### config.mk
export PLATFORM = sky130hd
export DESIGN_NAME = iodelay_tap_calib
export DESIGN_NICKNAME = d
export VERILOG_FILES = /design/src/rtl/iodelay_tap_calib_pkg.sv /design/src/rtl/iodelay_sample_vote.sv /design/src/rtl/iodelay_tap_calib.sv
export SDC_FILE = /design/constraint.sdc
export NUM_CORES = 1
export LEC_CHECK = 0
export ABC_AREA = 1
export BUFFER_PORTS_ARGS = -buffer_cell sky130_fd_sc_hd__buf_2
export CAP_MARGIN = 0
export CORE_MARGIN = 1
export CORE_UTILIZATION = 40
export CTS_BUF_LIST = sky130_fd_sc_hd__clkbuf_4 sky130_fd_sc_hd__clkbuf_8 sky130_fd_sc_hd__clkbuf_16
export CTS_CLUSTER_DIAMETER = 60
export CTS_CLUSTER_SIZE = 14
export DETAILED_ROUTE_END_ITERATION = 7
export HOLD_SLACK_MARGIN = 0.12
export PLACE_DENSITY = 0.67
export SYNTH_ARGS = -nofsm -noshare
export SYNTH_HDL_FRONTEND = slang
export SYNTH_SLANG_ARGS = --single-unit
### constraint.sdc
create_clock -name clk -period 1.8 [get_ports clk]
set_clock_uncertainty 0.05 [all_clocks]
set_input_delay 0.36 -clock clk [delete_from_list [all_inputs] [get_ports clk]]
set_output_delay 0.36 -clock clk [all_outputs]
set_load 0.01 [all_outputs]
### src/rtl/iodelay_tap_calib_pkg.sv
`default_nettype none
// iodelay_tap_calib_pkg: FSM encoding and tap-range constants shared by the calibration block.
// Rev 1.0
package iodelay_tap_calib_pkg;

   localparam int NUM_TAPS = 32;
   localparam int TAP_W    = 5;

   typedef logic [TAP_W-1:0] tap_t;
   typedef logic [TAP_W:0]   tgt_t;

   localparam tap_t MAX_TAP        = tap_t'(NUM_TAPS - 1);
   localparam tgt_t NO_EDGE_TARGET = tgt_t'(16);

   typedef enum logic [3:0] {
      IDLE,
      ZERO,
      SETTLE,
      SAMPLE,
      STEP,
      REWIND,
      SEEK,
      FIN
   } state_t;

endpackage
`default_nettype wire

### src/rtl/iodelay_sample_vote.sv
`default_nettype none
// iodelay_sample_vote: counts ones of data_in over SAMPLES enabled cycles and reports the majority.
// Rev 1.0
module iodelay_sample_vote #(
   parameter int SAMPLES = 16
) (
   input  logic clk,
   input  logic rst,
   input  logic clear,
   input  logic en,
   input  logic data_in,
   output logic valid,
   output logic vote_bit
);

   localparam int CW = $clog2(SAMPLES) + 1;

   logic [CW-1:0] sample_cnt;
   logic [CW-1:0] ones_cnt;
   logic [CW-1:0] ones_total;

   always_ff @(posedge clk) begin
      if (rst || clear) begin
         sample_cnt <= '0;
         ones_cnt   <= '0;
      end else if (en) begin
         sample_cnt <= sample_cnt + CW'(1);
         ones_cnt   <= ones_total;
      end
   end

   // The decision includes the sample being taken this cycle, so it is ready on the last one.
   assign ones_total = ones_cnt + CW'(data_in);
   assign valid      = en && (sample_cnt == CW'(SAMPLES - 1));
   assign vote_bit   = ones_total > CW'(SAMPLES / 2);

endmodule
`default_nettype wire

### src/rtl/iodelay_tap_calib.sv
`default_nettype none
// iodelay_tap_calib: sweeps a 32-tap delay line for a data transition, then seeks edge+offset.
// Rev 1.0
module iodelay_tap_calib
   import iodelay_tap_calib_pkg::*;
#(
   parameter int SETTLE_CYCLES = 8,
   parameter int SAMPLES       = 16,
   parameter int TAP_OFFSET    = 8
) (
   input  logic             clk,
   input  logic             rst,
   input  logic             start,
   input  logic             step_req,
   input  logic             data_in,
   output logic             dly_rst,
   output logic             dly_ce,
   output logic             dly_inc,
   output logic [TAP_W-1:0] tap_value,
   output logic             busy,
   output logic             done,
   output logic             edge_found,
   output logic [TAP_W-1:0] edge_tap
);

   localparam int   SW   = $clog2(SETTLE_CYCLES + 1);
   localparam tgt_t OFFS = (TAP_OFFSET > NUM_TAPS - 1) ? tgt_t'(NUM_TAPS - 1) : tgt_t'(TAP_OFFSET);

   state_t        state, state_nxt;
   tap_t          tap_nxt, edge_tap_nxt;
   tgt_t          target, target_nxt, seek_sum, target_calc;
   logic [SW-1:0] settle_cnt, settle_nxt;
   logic          rst_nxt, ce_nxt, busy_nxt, done_nxt, found_nxt;
   logic          ref_bit, ref_nxt;
   logic          vote_valid, vote_bit;

   iodelay_sample_vote #(
      .SAMPLES (SAMPLES)
   ) u_vote (
      .clk      (clk),
      .rst      (rst),
      .clear    (state != SAMPLE),
      .en       (state == SAMPLE),
      .data_in  (data_in),
      .valid    (vote_valid),
      .vote_bit (vote_bit)
   );

   // Both operands are at most 31, so the 6-bit sum cannot wrap before saturation.
   assign seek_sum    = {1'b0, edge_tap} + OFFS;
   assign target_calc = !edge_found ? NO_EDGE_TARGET :
                        (seek_sum > tgt_t'(MAX_TAP)) ? tgt_t'(MAX_TAP) : seek_sum;

   always_ff @(posedge clk) begin
      if (rst) begin
         state      <= IDLE;
         dly_rst    <= 1'b1;
         dly_ce     <= 1'b0;
         dly_inc    <= 1'b0;
         tap_value  <= '0;
         busy       <= 1'b0;
         done       <= 1'b0;
         edge_found <= 1'b0;
         edge_tap   <= '0;
         ref_bit    <= 1'b0;
         target     <= '0;
         settle_cnt <= '0;
      end else begin
         state      <= state_nxt;
         dly_rst    <= rst_nxt;
         dly_ce     <= ce_nxt;
         dly_inc    <= ce_nxt;
         tap_value  <= tap_nxt;
         busy       <= busy_nxt;
         done       <= done_nxt;
         edge_found <= found_nxt;
         edge_tap   <= edge_tap_nxt;
         ref_bit    <= ref_nxt;
         target     <= target_nxt;
         settle_cnt <= settle_nxt;
      end
   end

   always_comb begin
      state_nxt    = state;
      tap_nxt      = tap_value;
      rst_nxt      = 1'b0;
      ce_nxt       = 1'b0;
      busy_nxt     = busy;
      done_nxt     = 1'b0;
      found_nxt    = edge_found;
      edge_tap_nxt = edge_tap;
      ref_nxt      = ref_bit;
      target_nxt   = target;
      settle_nxt   = settle_cnt;
      case (state)
         IDLE: begin
            if (start) begin
               rst_nxt      = 1'b1;
               tap_nxt      = '0;
               busy_nxt     = 1'b1;
               found_nxt    = 1'b0;
               edge_tap_nxt = '0;
               state_nxt    = ZERO;
            end else if (step_req) begin
               ce_nxt  = 1'b1;
               tap_nxt = tap_value + tap_t'(1);
            end
         end
         ZERO, STEP: begin
            settle_nxt = '0;
            state_nxt  = SETTLE;
         end
         SETTLE: begin
            if (settle_cnt == SW'(SETTLE_CYCLES - 1)) begin
               state_nxt = SAMPLE;
            end else begin
               settle_nxt = settle_cnt + SW'(1);
            end
         end
         SAMPLE: begin
            if (vote_valid) begin
               if (tap_value == '0) begin
                  ref_nxt = vote_bit;
               end
               if ((tap_value != '0) && (vote_bit != ref_bit)) begin
                  found_nxt    = 1'b1;
                  edge_tap_nxt = tap_value;
                  rst_nxt      = 1'b1;
                  tap_nxt      = '0;
                  state_nxt    = REWIND;
               end else if (tap_value == MAX_TAP) begin
                  rst_nxt   = 1'b1;
                  tap_nxt   = '0;
                  state_nxt = REWIND;
               end else begin
                  ce_nxt    = 1'b1;
                  tap_nxt   = tap_value + tap_t'(1);
                  state_nxt = STEP;
               end
            end
         end
         REWIND: begin
            target_nxt = target_calc;
            if (target_calc == '0) begin
               done_nxt  = 1'b1;
               busy_nxt  = 1'b0;
               state_nxt = FIN;
            end else begin
               ce_nxt    = 1'b1;
               tap_nxt   = tap_t'(1);
               state_nxt = SEEK;
            end
         end
         SEEK: begin
            if ({1'b0, tap_value} == target) begin
               done_nxt  = 1'b1;
               busy_nxt  = 1'b0;
               state_nxt = FIN;
            end else begin
               ce_nxt  = 1'b1;
               tap_nxt = tap_value + tap_t'(1);
            end
         end
         FIN:     state_nxt = IDLE;
         default: state_nxt = IDLE;
      endcase
   end

endmodule
`default_nettype wire

## Word level (Yosys, flattened, before mapping)

Cells that the tools add are included.

| storage, ports and cells | value |
|---|---|
| input bits | 5 |
| flip-flop bits (word level) | 40 |
| logic and storage cells | 108 |

| cells by class | value |
|---|---|
| reduce and logical (&&, ||, !) cells | 18 |
| equal/unequal tests | 22 |
| mux-type cells | 48 |
| add/sub/neg operators | 5 |
| order comparisons | 2 |

Operator list:

| kind | count |
|---|---|
| 2-to-1 mux 5 bit | 10 |
| one-hot mux 4 bit (6 select lines) | 1 |
| 2-to-1 mux 1 bit | 22 |
| 2-to-1 mux 4 bit | 5 |
| one-hot mux 5 bit (4 select lines) | 1 |
| inequality test 2 bit, second input constant | 9 |
| == test 4 x 3 -> 1 bit, second input constant | 4 |
| 2-to-1 mux 6 bit | 2 |
| AND reduction 4 bit | 3 |
| adder 5 x 1 -> 5 bit, second input constant | 2 |
| one-hot mux 5 bit (2 select lines) | 1 |
| == test 4 x 2 -> 1 bit, second input constant | 2 |
| one-hot mux 4 bit (2 select lines) | 1 |
| adder 5 x 4 -> 6 bit, second input constant | 1 |
| == test 5 x 6 -> 1 bit | 1 |
| greater-than comparator 6 x 5 -> 1 bit, second input constant | 1 |
| logical NOT 6 bit | 1 |
| one-hot mux 1 bit (2 select lines) | 3 |
| adder 5 x 1 -> 5 bit | 1 |
| == test 5 x 4 -> 1 bit, second input constant | 1 |
| == test 5 bit, second input constant | 1 |
| greater-than comparator 5 x 4 -> 1 bit, second input constant | 1 |
| logical NOT 5 bit | 1 |
| AND reduction 5 bit | 1 |
| 17 further kinds | 19 |

## Longest topological paths before layout

Gate-level depths: netlist (run 1).

| depth | value |
|---|---|
| depth in word-level cells | 7 |
| gate-level depth with buffers | 13 |
| depth with buffers taken out | 13 |

## Cells and area by module

A second synthesis (run 1) with hierarchy kept.

| unflattened totals | value |
|---|---|
| cell total of the unflattened synthesis | 328 |
| area total of the unflattened synthesis | 2,184.6 sq um |

By module, submodules not included:

| module | area each (sq um) | seq. area each (sq um) | cells each | instances |
|---|---|---|---|---|
| iodelay_tap_calib | 1,665.3 | 580.6 | 254 | 1 |
| iodelay_sample_vote | 519.2 | 200.2 | 74 | 1 |

## Worst setup path after synthesis (run 1)

OpenSTA, ideal clock, no wires.

| path | value |
|---|---|
| path type | input -> register |
| from | input port data_in |
| to | register edge_found |
| path slack | -47 ps |
| path buffers | 0 |
| cell stages on the path | 12 |
| setup time | 131 ps |
| arrival time | 1,666 ps |
| cells stage by stage | ha_1 ha_1 nor2_1 nand3_1 nand2_2 nand2_1 nand2_2 nand3_4 nand2_4 nand2_2 nand2_1 a21oi_2 |

| on the way | value |
|---|---|
| cells in the longest elaborated chain, start to end | 6 |

RTL lines:

| item | RTL line | text |
|---|---|---|
| start, declared | iodelay_tap_calib.sv:15 | `input logic data_in,` |
| adder 5 x 1 -> 5 bit | iodelay_sample_vote.sv:33 | `assign ones_total = ones_cnt + CW'(data_in);` |
| via u_vote.ones_total[1] | iodelay_sample_vote.sv:20 | `logic [CW-1:0] ones_total;` |
| greater-than comparator 5 x 4 -> 1 bit | iodelay_sample_vote.sv:35 | `assign vote_bit = ones_total > CW'(SAMPLES / 2);` |
| inequality test 1 bit | iodelay_tap_calib.sv:126 | `if ((tap_value != '0) && (vote_bit != ref_bit)) begin` |
| logical AND 1 bit | iodelay_tap_calib.sv:126 |  |
| inequality test 2 bit (no line) | - |  |
| AND reduction 4 bit (no line) | - |  |
| end signal, assigned | iodelay_tap_calib.sv:76 | `edge_found <= found_nxt;` |
| end, declared | iodelay_tap_calib.sv:22 | `output logic edge_found,` |

The timed path passes the listed nets, and every way through them passes these cells.
A chain may end at the register's enable or synchronous reset.

## Final worst setup path (run 1)

| path | value |
|---|---|
| from | register u_vote.ones_cnt[0] |
| to | register edge_tap[0] |

| on the way | value |
|---|---|
| cells in the longest elaborated chain, start to end | 6 |

RTL lines:

| item | RTL line | text |
|---|---|---|
| start, declared | iodelay_sample_vote.sv:19 | `logic [CW-1:0] ones_cnt;` |
| start signal, assigned | iodelay_sample_vote.sv:28 | `ones_cnt <= ones_total;` |
| adder 5 x 1 -> 5 bit | iodelay_sample_vote.sv:33 |  |
| via u_vote.ones_total[1] | iodelay_sample_vote.sv:20 |  |
| greater-than comparator 5 x 4 -> 1 bit | iodelay_sample_vote.sv:35 |  |
| inequality test 1 bit | iodelay_tap_calib.sv:126 |  |
| logical AND 1 bit | iodelay_tap_calib.sv:126 |  |
| inequality test 2 bit (no line) | - |  |
| AND reduction 4 bit (no line) | - |  |
| end signal, assigned | iodelay_tap_calib.sv:77 | `edge_tap <= edge_tap_nxt;` |
| end, declared | iodelay_tap_calib.sv:23 | `output logic [TAP_W-1:0] edge_tap` |

The timed path passes the listed nets, and every way through them passes these cells.

==> metrics.md, run 1 <==
| Metric | Value |
|---|---|
| Power density cells | `1199 nW/um2` |
| # clock sinks | `39` |
| Filler Cell Count | `534` |
| Fin worst setup slack | `0.08544 ns` |
| Layout Area Growth over Synthesis | `21.48%` |
| Synth Area per Inst | `slightly above 7 um2` |
| GRT Util Overall | `between 10% and 20%` |
| Detailed Route Iter0 Violations | `~120` |
| Gate power share | `between 40% and 50%` |
| Crit path DAT | `1.84 ns` |
| CP max FO | `8` |
| # setup viols final | `0` |
| Critical path launch point type | `flip-flop` |
| Syn_nets | `~320` |
| Netlist cell types | `33` |
| Routed length on met3 | `215 um` |
| Sequential element share of the synthesized area | `35.56%` |
| Synth warn | `0` |
| Placed insts | `~400` |
| Drt total wl | `4836 um` |
| Initial Util | `between 40% and 50%` |
| Clock power frac | `17.9%` |
| Crit path largest cell delay | `0.33 ns` |
| Num rows | `26` |
| Core Box Area | `5205 um2` |
| Critical-path cell list | `ha_4 -> ha_4 -> nor2_4 -> nand3_2 -> nand2_2 -> nand2_2 -> nand2_2 -> nand3_4 -> nand2_8 -> nand2_8 -> nand2_2 -> a21oi_1` |
| Via Count | `2020` |
| Headroom to the max-slew limit | `76.91%` |
| Die X | `76.09 um` |
| CP Buf/Inv Count | `0` |
| DRT Pass-1 Iters | `5` |
| Slowest CP cell | `dfxtp_2` |
| Share of layout cells above drive strength 1 | `29.12%` |
| Clock Path Buffers | `2` |
| Vias in the first global route | `1949` |
| Largest net degree at the start of global routing | `17` |
| CP delay by family, top | `simple AND/OR/NAND/NOR gates` |
| Hold path depth | `3` |
| Clock-pin transition on the worst setup and hold timing paths | `0.07 ns` |
| Gpl congestion | `roughly 0.80` |
| H-tree Lvls | `2` |
| CP endpoint kind | `flip-flop` |
| Post-DR vias/cell | `4.927` |
| Antenna Cells | `0` |
| Routed len/inst | `11.80 um` |
| DRT met1 WL | `2412 um` |
| Top layer in use | `met4` |
| Initial antenna violation count | `0` |
| Seq pwr share | `33.9%` |
| Die area | `just under 6000 um2` |
| FF-to-FF path depth | `12` |
| CTS tree | `built` |
| Post-Synthesis Cell Area | `2196 um2` |
| Die height | `76.09 um` |
| Clk_lat worst skew | `0.29 ns` |
| Detailed Place HPWL | `3502 um` |
| Post-Layout Cell Count | `410` |
| Min Tclk post-route | `around 1.7 ns` |
| Final hold vios | `0` |
| Hold_buf cts | `0` |
| WP depth | `12` |
| I/O pin cnt | `21` |
| Slew of the pin with the lowest slew margin | `0.3455 ns` |
| Pre-CTS WS | `-0.1965 ns` |
| Overflow after GRT | `0` |
| RSZ-0062 raised after global routing | `true` |
| Nets | `approximately 350` |
| Hold Crit Class | `in2reg` |
| Tcrit/Tclk final | `about 95%` |
| Achievable Freq | `583.2 MHz` |
| Buffers on Ports | `20` |
| Pleak | `1.157 nW` |
| Switching part of the total | `43.14%` |
| Max-Cap Viols | `0` |
| Met2 wire length | `between 2000 and 2500 um` |
| Most common cell type on the critical path | `nand2_2` |
| Root Driver | `clkbuf_8` |
| First-pass GRT wire length | `8645 um` |
| Pins Over Slew Limit | `0` |
| Status | `completed` |
| VDD IR-drop max | `781.4 uV` |
| Routed Antenna Nets | `0` |
| Critical path class | `reg2reg` |
| Syn Inst Count | `309` |
| Synthesis-stage register bit count | `39` |
| Switching Power | `0.001380 W` |
| Internal power | `0.001819 W` |
| CTS Buf Count | `5` |
| Drt drc | `0` |
| Data required time of the worst path | `approximately 1.9 ns` |
Yosys cell counts (all sizes together):
| cell | instances | share of area, % |
|---|---|---|
| nand4 | 10 | 2.8 |
| o211ai | 1 | 0.34 |
| nor3b | 1 | 0.34 |
| nor2 | 39 | 8.2 |
| dfxtp | 39 | 36 |
| xor2 | 3 | 1.2 |
| a21oi | 26 | 6.6 |
| and3 | 1 | 0.29 |
| nand3 | 33 | 8.5 |
| ha | 8 | 4.6 |
| clkbuf | 4 | 0.68 |
| nand2 | 63 | 13 |
| nor3 | 7 | 2.1 |
| o31ai | 1 | 0.34 |
| o21ai | 16 | 3.8 |
| buf | 4 | 1.9 |
| a31oi | 2 | 0.57 |
| inv | 51 | 8.8 |
layout make-up:
| class | count | area, um2 | area share, % |
|---|---|---|---|
| flip-flops and latches | 39 | 789.5 | 29.60 |
| well taps | 70 | 87.58 | 3.283 |
| multi-input cells | 211 | 1290 | 48.36 |
| clock inverters | 3 | 15.01 | 0.5629 |
| inverters | 51 | 196.4 | 7.364 |
| repair buffers | 31 | 220.2 | 8.255 |
| clock buffers | 5 | 68.82 | 2.580 |
timing repair:
item | in CTS | in global routing
buffers inserted | 0 | 1
setup endpoints to repair | 6 | 18
endpoints found under the hold margin | 0 | 0
resized for setup | 1 | 30
pin swaps | 3 | 10
state kept, by name, indices dropped and copies added, names as in the netlist, 3 cells and up:
register,flops
target,6
tap_value,5
state,3
settle_cnt,4
edge_tap,5
u_vote.ones_cnt,5
u_vote.sample_cnt,5
path summary, 6_finish.rpt:
| path | from | to | slack, ns |
|---|---|---|---|
| hold reg to reg | u_vote.sample_cnt[0] | u_vote.sample_cnt[0] | 0.39 |
| setup reg to reg | u_vote.ones_cnt[0] | edge_tap[0] | 0.09 |
| setup / recovery | u_vote.ones_cnt[0] | edge_tap[0] | 0.09 |
| hold / removal | start | dly_rst | 0.29 |
worst min-delay path: cells and delay by family:
family	cells	cell delay, ns
simple gates	2	0.14
buf+inv	1	0.09
logic make-up (layout without fill, tap and decap cells):
logic type / after synthesis / count (layout) / synth area share [%]
AO/OA/AOI/OAI: 46 / 46 / 11.68
XOR/XNOR: 3 / 3 / 1.197
AND/OR/NAND/NOR: 154 / 154 / 35.61
adder cells (fa/ha/maj): 8 / 8 / 4.559
flip-flops: 39 / 39 / 35.56
buffers and inverters: 59 / 90 / 11.40
metal layers:
metal	vias to the layer above	global-route usage (%)
met3	8	3.952
met1	906	24.58
met5	-	0
met4	0	7.885
met2	47	28.91
li1	1059	-
layout by cell type (no fill, tap or decap), drive strengths merged:
cell and instances:
inv 51, clkbuf 5, dfxtp 39, ha 8, and3 1, nand2 63, o211ai 1, nor3 7
buf 31, xor2 3, o31ai 1, nor3b 1, o21ai 16, a21oi 26, clkinv 3, nor2 39
nand4 10, a31oi 2, nand3 33
power groups by stage:
stage	registers [W]	clock network [W]	logic [W]
2_1_floorplan	0.00109	0	0.00105
3_3_place_gp	0.00110	0	0.00131
3_5_place_dp	0.00110	0	0.00133
4_1_cts	0.00108	0.000593	0.00134
5_1_grt	0.00110	0.000629	0.00171
6_report	0.00108	0.000571	0.00154
through the flow:
step                      instance area (um2)  utilization [%]  hold WS, ns  setup TNS (ns)  total power (W)
after CTS                                2536            48.73       0.2727               0         0.003013
final                                    2668            51.25       0.2907               0         0.003199
after global placement                   2440            46.88       0.3828          -1.677         0.002414
after global routing                     2668            51.25       0.2958         -0.2076         0.003445
after floorplan                          2208                -       0.3676               0         0.002137
after detailed placement                 2440            46.88       0.3912          -2.107         0.002429
(Power assumes the default switching activity.)
==> inputs of run 2 (changes only) <==
--- a/config.mk
+++ b/config.mk
@@ -7,7 +7,8 @@
 export LEC_CHECK = 0
 export ABC_AREA = 1
 export BUFFER_PORTS_ARGS = -buffer_cell sky130_fd_sc_hd__buf_2
-export CAP_MARGIN = 0
+export CAP_MARGIN = 10
+export CORE_ASPECT_RATIO = 0.6
 export CORE_MARGIN = 1
 export CORE_UTILIZATION = 40
 export CTS_BUF_LIST = sky130_fd_sc_hd__clkbuf_4 sky130_fd_sc_hd__clkbuf_8 sky130_fd_sc_hd__clkbuf_16
@@ -16,6 +17,7 @@
 export DETAILED_ROUTE_END_ITERATION = 7
 export HOLD_SLACK_MARGIN = 0.12
 export PLACE_DENSITY = 0.67
+export SETUP_SLACK_MARGIN = 0.4
 export SYNTH_ARGS = -nofsm -noshare
 export SYNTH_HDL_FRONTEND = slang
 export SYNTH_SLANG_ARGS = --single-unit
==> run 2 against run 1 <==
The flow now finishes with violations (DRC). Via count rose by 7.1%. Global-route usage increased by 2.7 points. Count of clock-buffer cells in the layout rose by 1. Cell area rose by 17%. Critical endpoint is now edge_tap[1]. Register-to-register slack got worse by 0.07 ns. Flip-flop and latch count unchanged. Sequential power increased by 6%. Maximum frequency fell by 3.9%. Setup slack lost 0.070 ns. Highest routed layer unchanged. First-iteration DRC count grew 27%.
==> metrics.md, run 2 (synthesized netlist as in run 1, its figures left out) <==
| Metric | Value |
|---|---|
| Hold_sp | `start` |
| Largest net degree at the start of global routing | `17` |
| Biggest register | `target` |
| Achievable Freq | `560.3 MHz` |
| Final hold vios | `0` |
| H-tree Lvls | `2` |
| Routed len/inst | `14.29 um` |
| Slew of the pin with the lowest slew margin | `about 0.5 ns` |
| # setup viols final | `0` |
| Clock-pin transition on the worst setup and hold timing paths | `around 0.080 ns` |
| First-pass GRT wire length | `9480 um` |
| Die X | `97.65 um` |
| Power density cells | `about 1200 nW/um2` |
| Hold Crit Class | `in2reg` |
| Detailed Place HPWL | `3935 um` |
| Nets | `372` |
| Slowest CP cell | `dfxtp_2` |
| Die height | `59.39 um` |
| Detailed Route Iter0 Violations | `146` |
| Routed Antenna Nets | `0` |
| GRT Util Overall | `21.16%` |
| Tcrit/Tclk final | `99.15%` |
| Gpl congestion | `0.8656` |
| Drt drc | `6` |
| Die area | `5799 um2` |
| Setup TNS | `0 ns` |
| Max reg flops | `6` |
| Most common cell type on the critical path | `nand2_2` |
| Most frequent cells in the layout | `nand2_1, inv_1, dfxtp_1` |
| Initial antenna violation count | `0` |
| Via Count | `approximately 2200` |
| CTS Buf Count | `5` |
| Max-Cap Viols | `0` |
| DRT Pass-1 Iters | `6` |
| Share of layout cells above drive strength 1 | `45.13%` |
| Pleak | `1.331 nW` |
| Antenna Cells | `0` |
| RSZ-0062 raised after global routing | `true` |
| Vias in the first global route | `1930` |
| Clock Path Buffers | `2` |
| Critical path class | `reg2reg` |
| Hold EP | `dly_rst` |
| CTS tree | `built` |
| Status | `finished, violations left` |
| Pins Over Slew Limit | `0` |
| Initial Util | `42.39%` |
| Commonest non-fill, non-tap cell in the layout | `nand2_1` |
| CP endpoint kind | `flip-flop` |
| Violated checks | `DRC` |
| RR Startpoint | `u_vote.ones_cnt[0]` |
| I/O pin cnt | `21` |
| Headroom to the max-slew limit | `between 60% and 70%` |
| Reg2reg end | `edge_tap[1]` |
| # clock sinks | `39` |
| Hold path depth | `3` |
| Data required time of the worst path | `1.92 ns` |
| Hold_buf cts | `0` |
| Min Tclk post-route | `1.785 ns` |
| Drt total wl | `slightly above 6000 um` |
| Root Driver | `clkbuf_8` |
| Crit path DAT | `1.91 ns` |
| Placed insts | `400` |
| Crit path largest cell delay | `0.34 ns` |
| Post-Layout Cell Count | `~430` |
| VDD IR-drop max | `538.5 uV` |
| CP max FO | `8` |
| Num rows | `20` |
| Clk_lat worst skew | `around 0.29 ns` |
| Buffers on Ports | `20` |
| Critical path launch point type | `flip-flop` |
| Core Box Area | `5180 um2` |
| Post-DR vias/cell | `5.092` |
| Critical-path cell list | `ha_4 -> ha_4 -> nor2_2 -> nand3_1 -> nand2_2 -> nand2_2 -> nand2_2 -> nand3_4 -> nand2_8 -> nand2_8 -> nand2_1 -> a21oi_1` |
| Overflow after GRT | `0` |
| Layout Area Growth over Synthesis | `42.39%` |
| Worst reg-to-reg setup slack | `0.02 ns` |
| Placed cell area | `2492 um2` |
| Post-route cell area | `3127 um2` |
| FF-to-FF path depth | `12` |
| Worst hold slack | `0.2748 ns` |
run 2: report_power, final:
part | switching (W) | total, W | leakage [nW] | internal (W)
sequential | 0.000155 | 0.00115 | 0.325 | 0.000991
combinational | 0.00122 | 0.00209 | 0.959 | 0.000866
clock | 0.000298 | 0.000599 | 0.0470 | 0.000301
run 2: per-stage QoR:
step / util [%] / power, W / setup slack [ns]
6_report: 60.36 / 0.003831 / 0.01522
5_1_grt: 60.36 / 0.004092 / -0.1185
4_1_cts: 53.60 / 0.003306 / 0.06393
3_5_place_dp: 48.12 / 0.002476 / -0.1073
3_3_place_gp: 48.12 / 0.002453 / -0.05856
2_1_floorplan: - / 0.002152 / 0.1253
run 2: cell type report:
| cell class | instances | area (um2) |
|---|---|---|
| clock buffers | 6 | 82.58 |
| multi-input cells | 212 | 1539 |
| clock inverters | 1 | 5.005 |
| flip-flops and latches | 39 | 813.3 |
| fillers | 406 | 2053 |
| repair buffers | 50 | 392.9 |
| well taps | 66 | 82.58 |
| inverters | 51 | 211.5 |
run 2: repair_timing:
action | CTS | global route
gates resized for setup | 36 | 70
cloned | 1 | 0
setup endpoints to repair | 33 | 31
pin swaps | 17 | 34
buffers inserted | 9 | 8
run 2: worst max-delay path: cells and delay by family, from the launching register on:
kind	cells	cell delay, ns
flops	1	0.34
fa+ha+maj	2	0.38
compound gates	1	0.06
simple gates	9	0.82
run 2: worst max-delay path by stage:
stage	start	to	slack (ns)
global route	u_vote.sample_cnt[1]	tap_value[0]	-0.12
floorplan	data_in	edge_tap[3]	0.13
finish	u_vote.ones_cnt[0]	edge_tap[1]	0.02
CTS	u_vote.ones_cnt[0]	edge_tap[3]	0.06
detailed placement	data_in	edge_found	-0.11
global placement	data_in	edge_tap[3]	-0.06
run 2: routing by layer:
layer | wire length [um] | track usage, % | up-vias
met5 | 0 | 0 | -
met4 | 53 | 5.844 | 0
met3 | 387 | 6.250 | 6
met2 | 2545 | 28.37 | 83
met1 | 3088 | 32.08 | 971
li1 | - | - | 1104
